==> src/rtl/keypad_pkg.sv <==
// Shared key codes and FSM state encodings for the keypad consumer blocks.
package keypad_pkg;

    localparam int KEY_W = 4;
    localparam logic [KEY_W-1:0] KEY_STAR = 4'd10;
    localparam logic [KEY_W-1:0] KEY_HASH = 4'd11;

    typedef enum logic [1:0] {
        DB_IDLE,
        DB_PRESS,
        DB_HELD,
        DB_RELEASE
    } db_state_e;

    typedef enum logic {
        ST_ENTRY,
        ST_LOCKOUT
    } entry_state_e;

    function automatic logic is_digit(input logic [KEY_W-1:0] code);
        return code <= 4'd9;
    endfunction

endpackage

==> src/rtl/key_event_debounce.sv <==
// Turns a held-level key code into exactly one strobe per debounced press.
module key_event_debounce
    import keypad_pkg::*;
#(
    parameter int DEBOUNCE_CYC = 50_000
) (
    input  logic             i_clk,
    input  logic             i_rst,
    input  logic [KEY_W-1:0] i_digit,
    input  logic             i_key_valid,
    output logic             o_stb,
    output logic [KEY_W-1:0] o_code
);

    localparam int DB_W = (DEBOUNCE_CYC > 1) ? $clog2(DEBOUNCE_CYC) : 1;
    localparam logic [DB_W-1:0] DB_LAST = DB_W'(DEBOUNCE_CYC - 1);

    db_state_e        state_q, state_d;
    logic [DB_W-1:0]  cnt_q, cnt_d;
    logic [KEY_W-1:0] code_q, code_d;
    logic             stb_q, stb_d;

    always_ff @(posedge i_clk) begin
        if (i_rst) begin
            state_q <= DB_IDLE;
            cnt_q   <= '0;
            code_q  <= '0;
            stb_q   <= 1'b0;
        end else begin
            state_q <= state_d;
            cnt_q   <= cnt_d;
            code_q  <= code_d;
            stb_q   <= stb_d;
        end
    end

    always_comb begin
        state_d = state_q;
        cnt_d   = cnt_q;
        code_d  = code_q;
        stb_d   = 1'b0;
        case (state_q)
            DB_IDLE: begin
                if (i_key_valid) begin
                    code_d  = i_digit;
                    cnt_d   = '0;
                    state_d = DB_PRESS;
                end
            end
            DB_PRESS: begin
                // A changed code restarts the stability window on the new code.
                if (!i_key_valid) begin
                    state_d = DB_IDLE;
                end else if (i_digit != code_q) begin
                    code_d = i_digit;
                    cnt_d  = '0;
                end else if (cnt_q == DB_LAST) begin
                    stb_d   = 1'b1;
                    state_d = DB_HELD;
                end else begin
                    cnt_d = cnt_q + DB_W'(1);
                end
            end
            DB_HELD: begin
                if (!i_key_valid) begin
                    cnt_d   = '0;
                    state_d = DB_RELEASE;
                end
            end
            DB_RELEASE: begin
                if (i_key_valid) begin
                    state_d = DB_HELD;
                end else if (cnt_q == DB_LAST) begin
                    state_d = DB_IDLE;
                end else begin
                    cnt_d = cnt_q + DB_W'(1);
                end
            end
            default: state_d = DB_IDLE;
        endcase
    end

    assign o_stb  = stb_q;
    assign o_code = code_q;

endmodule

==> src/rtl/keypad_pin_entry.sv <==
// PIN entry: debounced keys build a BCD code, '#' checks it, repeated
// failures trigger a timed lockout.
module keypad_pin_entry
    import keypad_pkg::*;
#(
    parameter int          PIN_LEN      = 4,
    parameter logic [15:0] PIN          = 16'h1234,
    parameter int          DEBOUNCE_CYC = 50_000,
    parameter int          MAX_FAILS    = 3,
    parameter int          LOCKOUT_CYC  = 250_000_000
) (
    input  logic        i_clk,
    input  logic        i_rst,
    input  logic [3:0]  i_digit,
    input  logic        i_key_valid,
    output logic        o_key_stb,
    output logic [15:0] o_entry,
    output logic [2:0]  o_count,
    output logic        o_unlock,
    output logic        o_fail,
    output logic        o_locked
);

    localparam int FC_W = $clog2(MAX_FAILS + 1);
    localparam int LT_W = (LOCKOUT_CYC > 1) ? $clog2(LOCKOUT_CYC) : 1;
    localparam logic [FC_W-1:0] FAIL_LAST = FC_W'(MAX_FAILS - 1);
    localparam logic [FC_W-1:0] FAIL_MAX  = FC_W'(MAX_FAILS);
    localparam logic [LT_W-1:0] LOCK_LAST = LT_W'(LOCKOUT_CYC - 1);
    localparam logic [2:0]      LEN_C     = 3'(PIN_LEN);
    localparam logic [15:0]     PIN_MASK  = 16'((32'h1 << (4 * PIN_LEN)) - 1);

    logic             key_stb;
    logic [KEY_W-1:0] key_code;

    key_event_debounce #(
        .DEBOUNCE_CYC(DEBOUNCE_CYC)
    ) u_debounce (
        .i_clk      (i_clk),
        .i_rst      (i_rst),
        .i_digit    (i_digit),
        .i_key_valid(i_key_valid),
        .o_stb      (key_stb),
        .o_code     (key_code)
    );

    entry_state_e    state_q, state_d;
    logic [15:0]     entry_q, entry_d;
    logic [2:0]      count_q, count_d;
    logic [FC_W-1:0] fails_q, fails_d;
    logic [LT_W-1:0] timer_q, timer_d;
    logic            unlock_q, unlock_d;
    logic            fail_q, fail_d;
    logic            match;

    assign match = (count_q == LEN_C) && ((entry_q & PIN_MASK) == (PIN & PIN_MASK));

    always_ff @(posedge i_clk) begin
        if (i_rst) begin
            state_q  <= ST_ENTRY;
            entry_q  <= '0;
            count_q  <= '0;
            fails_q  <= '0;
            timer_q  <= '0;
            unlock_q <= 1'b0;
            fail_q   <= 1'b0;
        end else begin
            state_q  <= state_d;
            entry_q  <= entry_d;
            count_q  <= count_d;
            fails_q  <= fails_d;
            timer_q  <= timer_d;
            unlock_q <= unlock_d;
            fail_q   <= fail_d;
        end
    end

    always_comb begin
        state_d  = state_q;
        entry_d  = entry_q;
        count_d  = count_q;
        fails_d  = fails_q;
        timer_d  = timer_q;
        unlock_d = 1'b0;
        fail_d   = 1'b0;
        case (state_q)
            ST_ENTRY: begin
                if (key_stb) begin
                    if (is_digit(key_code)) begin
                        if (count_q < LEN_C) begin
                            entry_d = {entry_q[11:0], key_code};
                            count_d = count_q + 3'd1;
                        end
                    end else if (key_code == KEY_STAR) begin
                        entry_d = '0;
                        count_d = '0;
                    end else if (key_code == KEY_HASH) begin
                        entry_d = '0;
                        count_d = '0;
                        if (match) begin
                            unlock_d = 1'b1;
                            fails_d  = '0;
                        end else begin
                            fail_d = 1'b1;
                            if (fails_q >= FAIL_LAST) begin
                                fails_d = FAIL_MAX;
                                timer_d = LOCK_LAST;
                                state_d = ST_LOCKOUT;
                            end else begin
                                fails_d = fails_q + FC_W'(1);
                            end
                        end
                    end
                end
            end
            ST_LOCKOUT: begin
                // Strobes here, including one on the expiry cycle, are dropped.
                if (timer_q == '0) begin
                    state_d = ST_ENTRY;
                    fails_d = '0;
                end else begin
                    timer_d = timer_q - LT_W'(1);
                end
            end
            default: state_d = ST_ENTRY;
        endcase
    end

    assign o_key_stb = key_stb;
    assign o_entry   = entry_q;
    assign o_count   = count_q;
    assign o_unlock  = unlock_q;
    assign o_fail    = fail_q;
    assign o_locked  = (state_q == ST_LOCKOUT);

endmodule

==> config.mk <==
export PLATFORM = sky130hd
export DESIGN_NAME = keypad_pin_entry
export DESIGN_NICKNAME = d
export VERILOG_FILES = /design/src/rtl/keypad_pkg.sv /design/src/rtl/key_event_debounce.sv /design/src/rtl/keypad_pin_entry.sv
export SDC_FILE = /design/constraint.sdc
export NUM_CORES = 1
export LEC_CHECK = 0
export CAP_MARGIN = 20
export CORE_MARGIN = 2
export CORE_UTILIZATION = 55
export CTS_CLUSTER_SIZE = 40
export DETAILED_ROUTE_END_ITERATION = 8
export GPL_TIMING_DRIVEN = 0
export PLACE_DENSITY = 0.8
export SLEW_MARGIN = 20
export SYNTH_ARGS = -nofsm -noshare
export SYNTH_HDL_FRONTEND = slang
export SYNTH_SLANG_ARGS = --single-unit
==> constraint.sdc <==
create_clock -name i_clk -period 2.51 [get_ports i_clk]
set_input_delay 0.502 -clock i_clk [delete_from_list [all_inputs] [get_ports i_clk]]
set_output_delay 0.502 -clock i_clk [all_outputs]
set_load 0.005 [all_outputs]
==> metrics <==
RR Startpoint=o_count[0]; Yosys reg bits=75; maximum root-to-sink buffer count=2; H-Tree Depth=3; placed cell area=0.00405 mm2; RSZ-0062 raised after global routing=no; clock sinks=75; # setup viols final=0; Seq. cell area=0.00150 mm2; Tmin final=2.38 ns; synth top area cells=dfxtp_1 (41%), nor2_1 (5.3%), mux2i_1 (4.6%); syn_area_per_cell=9.04 um2; DRT antenna net count=0; Root Driver=clkbuf_8; ys async rst share=0%; Layout Nets=457; Final Cell Area=0.00429 mm2; outcome=finished, final reports clean; die height=85.6 um; Core Box Area=0.00639 mm2; Hold Path Depth=2; CTS buffer count=9; number of enable flip-flop cells after synthesis=0; Worst slew margin=53.0%; Via Count=3210; min-delay worst type=flop to flop; drt total wl=8640 um; type of origin of the critical path=flop; P&R area growth vs syn=17.3%; Max-Cap Viols=0; diode count=0; worst-margin pin slew=0.704 ns; P per Cell Area=539 mW/mm2; Worst R2R Path Depth=8; Gate Count Post-Synth=405; DP Worst Slack=-0.109 ns; IO Pins=30; initial DRC count=207; via/cell ratio=6.09; CTS tree=built; CP endpoint kind=flop; grt ovf=0; # DRC=0; maximum VDD drop=0.632 mV; Fmax=420 MHz; critical setup path kind=flop to flop; dominant synthesized flop cell=dfxtp_1; Crit path required time=2.80 ns; Clock Pin Slew Worst Setup and Hold Paths=0.09 ns; Syn Nets=417; sequential element share of the synthesized area=41.0%; die width=85.6 um; reg-to-reg critical path endpoint=timer_q[8]; IO buf count=29; Critical Path AT=2.67 ns; Filler Cells Inserted=566; die area=0.00732 mm2; Slew Viols, Final=0; Clock Latency Late Sink=0.37 ns; area of the multi-input gates=0.00203 mm2; 1st-pass router iterations=4; final HPWL from detailed placement=5960 um; FP Rows=29; Final Cycle Share=94.8%; GRT Total Usage=24.7%; synth warn=0; Synth cell types=55; DR WL/cell=16.4 um; Initial Util=57.3%; Placer Congestion=0.899; hold endpoint=timer_q[6]; Leak=1.51 nW; Synth top area share=41.0%; post-route setup slack=0.130 ns; Reg2Reg Setup Slack=0.13 ns; most frequent cells in the layout=dfxtp_1 (75), nor2_1 (52), clkdlybuf4s50_1 (29), a21oi_1 (27), xor2_1 (19); largest net degree at the start of global routing=14; Hold Vio Cnt, Final=0; worst-path maximum fanout=10; mapped cell area=0.00366 mm2; area leader, netlist=dfxtp_1; hold_sp=timer_q[6]; most common cell after layout, fill and taps aside=dfxtp_1; CTS Hold Buffers Added=0; Fin Clk Skew=0.0128 ns; vias in the first global route=3070; Setup Buffers After CTS=0; initial antenna violation count=0; share of cells above drive strength 1=9.78%; first-pass GRT wire length=14300 um
-- metal layers --
metal | wire [um] | part of all wire (%) | vias to the layer above | global-route usage, %
li1 | - | - | 1574 | -
met1 | 3740 | 43 | 1531 | 30.9
met2 | 4260 | 49 | 89 | 42.1
met3 | 464 | 5.4 | 16 | 5.77
met4 | 167 | 1.9 | 0 | 8.23
met5 | 0 | 0 | - | 0
-- worst max path at each step --
stage	slack [ns]	depth (start not counted)	end	start
3_3_place_gp	-0.008	7	u_debounce.cnt_q[8]	i_digit[0]
3_5_place_dp	-0.11	8	timer_q[15]	o_count[0]
4_1_cts	0.02	8	timer_q[13]	o_count[0]
5_1_grt	0.002	8	timer_q[2]	timer_q[0]
6_report	0.13	8	timer_q[8]	o_count[0]
2_1_floorplan	0.42	5	timer_q[23]	timer_q[7]
-- cell families (layout without fill, tap and decap cells) --
family                   Yosys count  in the layout  share of synthesized area, %
AO/OA/AOI/OAI                     74             74                          13.3
flip-flops                        75             75                          41.0
buffers and inverters             32             77                          4.10
adder cells (fa/ha/maj)            5              5                          1.71
AND/OR/NAND/NOR                  171            171                          27.8
multiplexers                      17             17                          4.65
XOR/XNOR                          31             31                          7.42
-- Yosys cell counts (all sizes together), types with 4 or more instances --
library cell / number
a211oi: 4
a21oi: 27
a22oi: 8
a31oi: 7
and3: 4
clkbuf: 19
dfxtp: 75
ha: 5
inv: 10
mux2i: 17
nand2: 14
nand3: 11
nand3b: 10
nand4: 5
nor2: 52
nor3: 14
nor3b: 5
nor4: 9
o2111ai: 4
o211ai: 7
o21ai: 5
o31ai: 5
or3: 5
or3b: 8
or4: 12
xnor2: 12
xor2: 19
-- state kept, by name, indices dropped and copies added (netlist names), named ones only --
| signal | count |
|---|---|
| u_debounce.state_q | 1 |
| timer_q | 28 |
| fails_q | 2 |
| o_entry | 16 |
| o_unlock | 1 |
| u_debounce.o_stb | 1 |
| u_debounce.cnt_q | 16 |
| o_count | 3 |
| o_locked | 1 |
| u_debounce.o_code | 4 |
| o_fail | 1 |
-- where the power goes --
group          switching [W]  leakage (nW)  internal, W  total [W]
combinational      0.0000463         0.799    0.0000317  0.0000779
clock               0.000477         0.103     0.000561    0.00104
sequential        0.00000563         0.605      0.00119    0.00120
total               0.000529          1.51      0.00179    0.00232
-- critical path, cell delays in order (launching register included) --
cell	delay [ns]
dfxtp_1	0.34
inv_1	0.09
ha_1	0.17
nor4bb_1	0.31
nand4b_1	0.25
o2111ai_2	0.31
clkbuf_4	0.25
or3b_2	0.45
mux2i_1	0.14
-- stage by stage --
step                      hold slack, ns  util [%]  total power [W]  std cells  TNS (ns)
after global routing               0.539      67.2          0.00239        527         0
after detailed placement           0.482      63.4          0.00131        511     -1.52
after CTS                          0.497      66.8          0.00234        527         0
after floorplan                    0.450         -          0.00128        405         0
final                              0.503      67.2          0.00232        527         0
after global placement             0.481      63.4          0.00130        511   -0.0212
-- final cells by class --
type / count / share of cell area (%)
multi-input cells: 298 / 47.4
well taps: 77 / 2.24
inverters: 10 / 0.874
clock inverters: 6 / 2.07
repair buffers: 29 / 6.76
plain buffers: 22 / 2.74
clock buffers: 10 / 2.97
flip-flops and latches: 75 / 35.0
-- what timing repair did --
item / CTS / global route
pin swaps: 0 / 1
resized for setup: 1 / 8
endpoints found under the setup margin: 10 / 22
(Power assumes the default switching activity.)
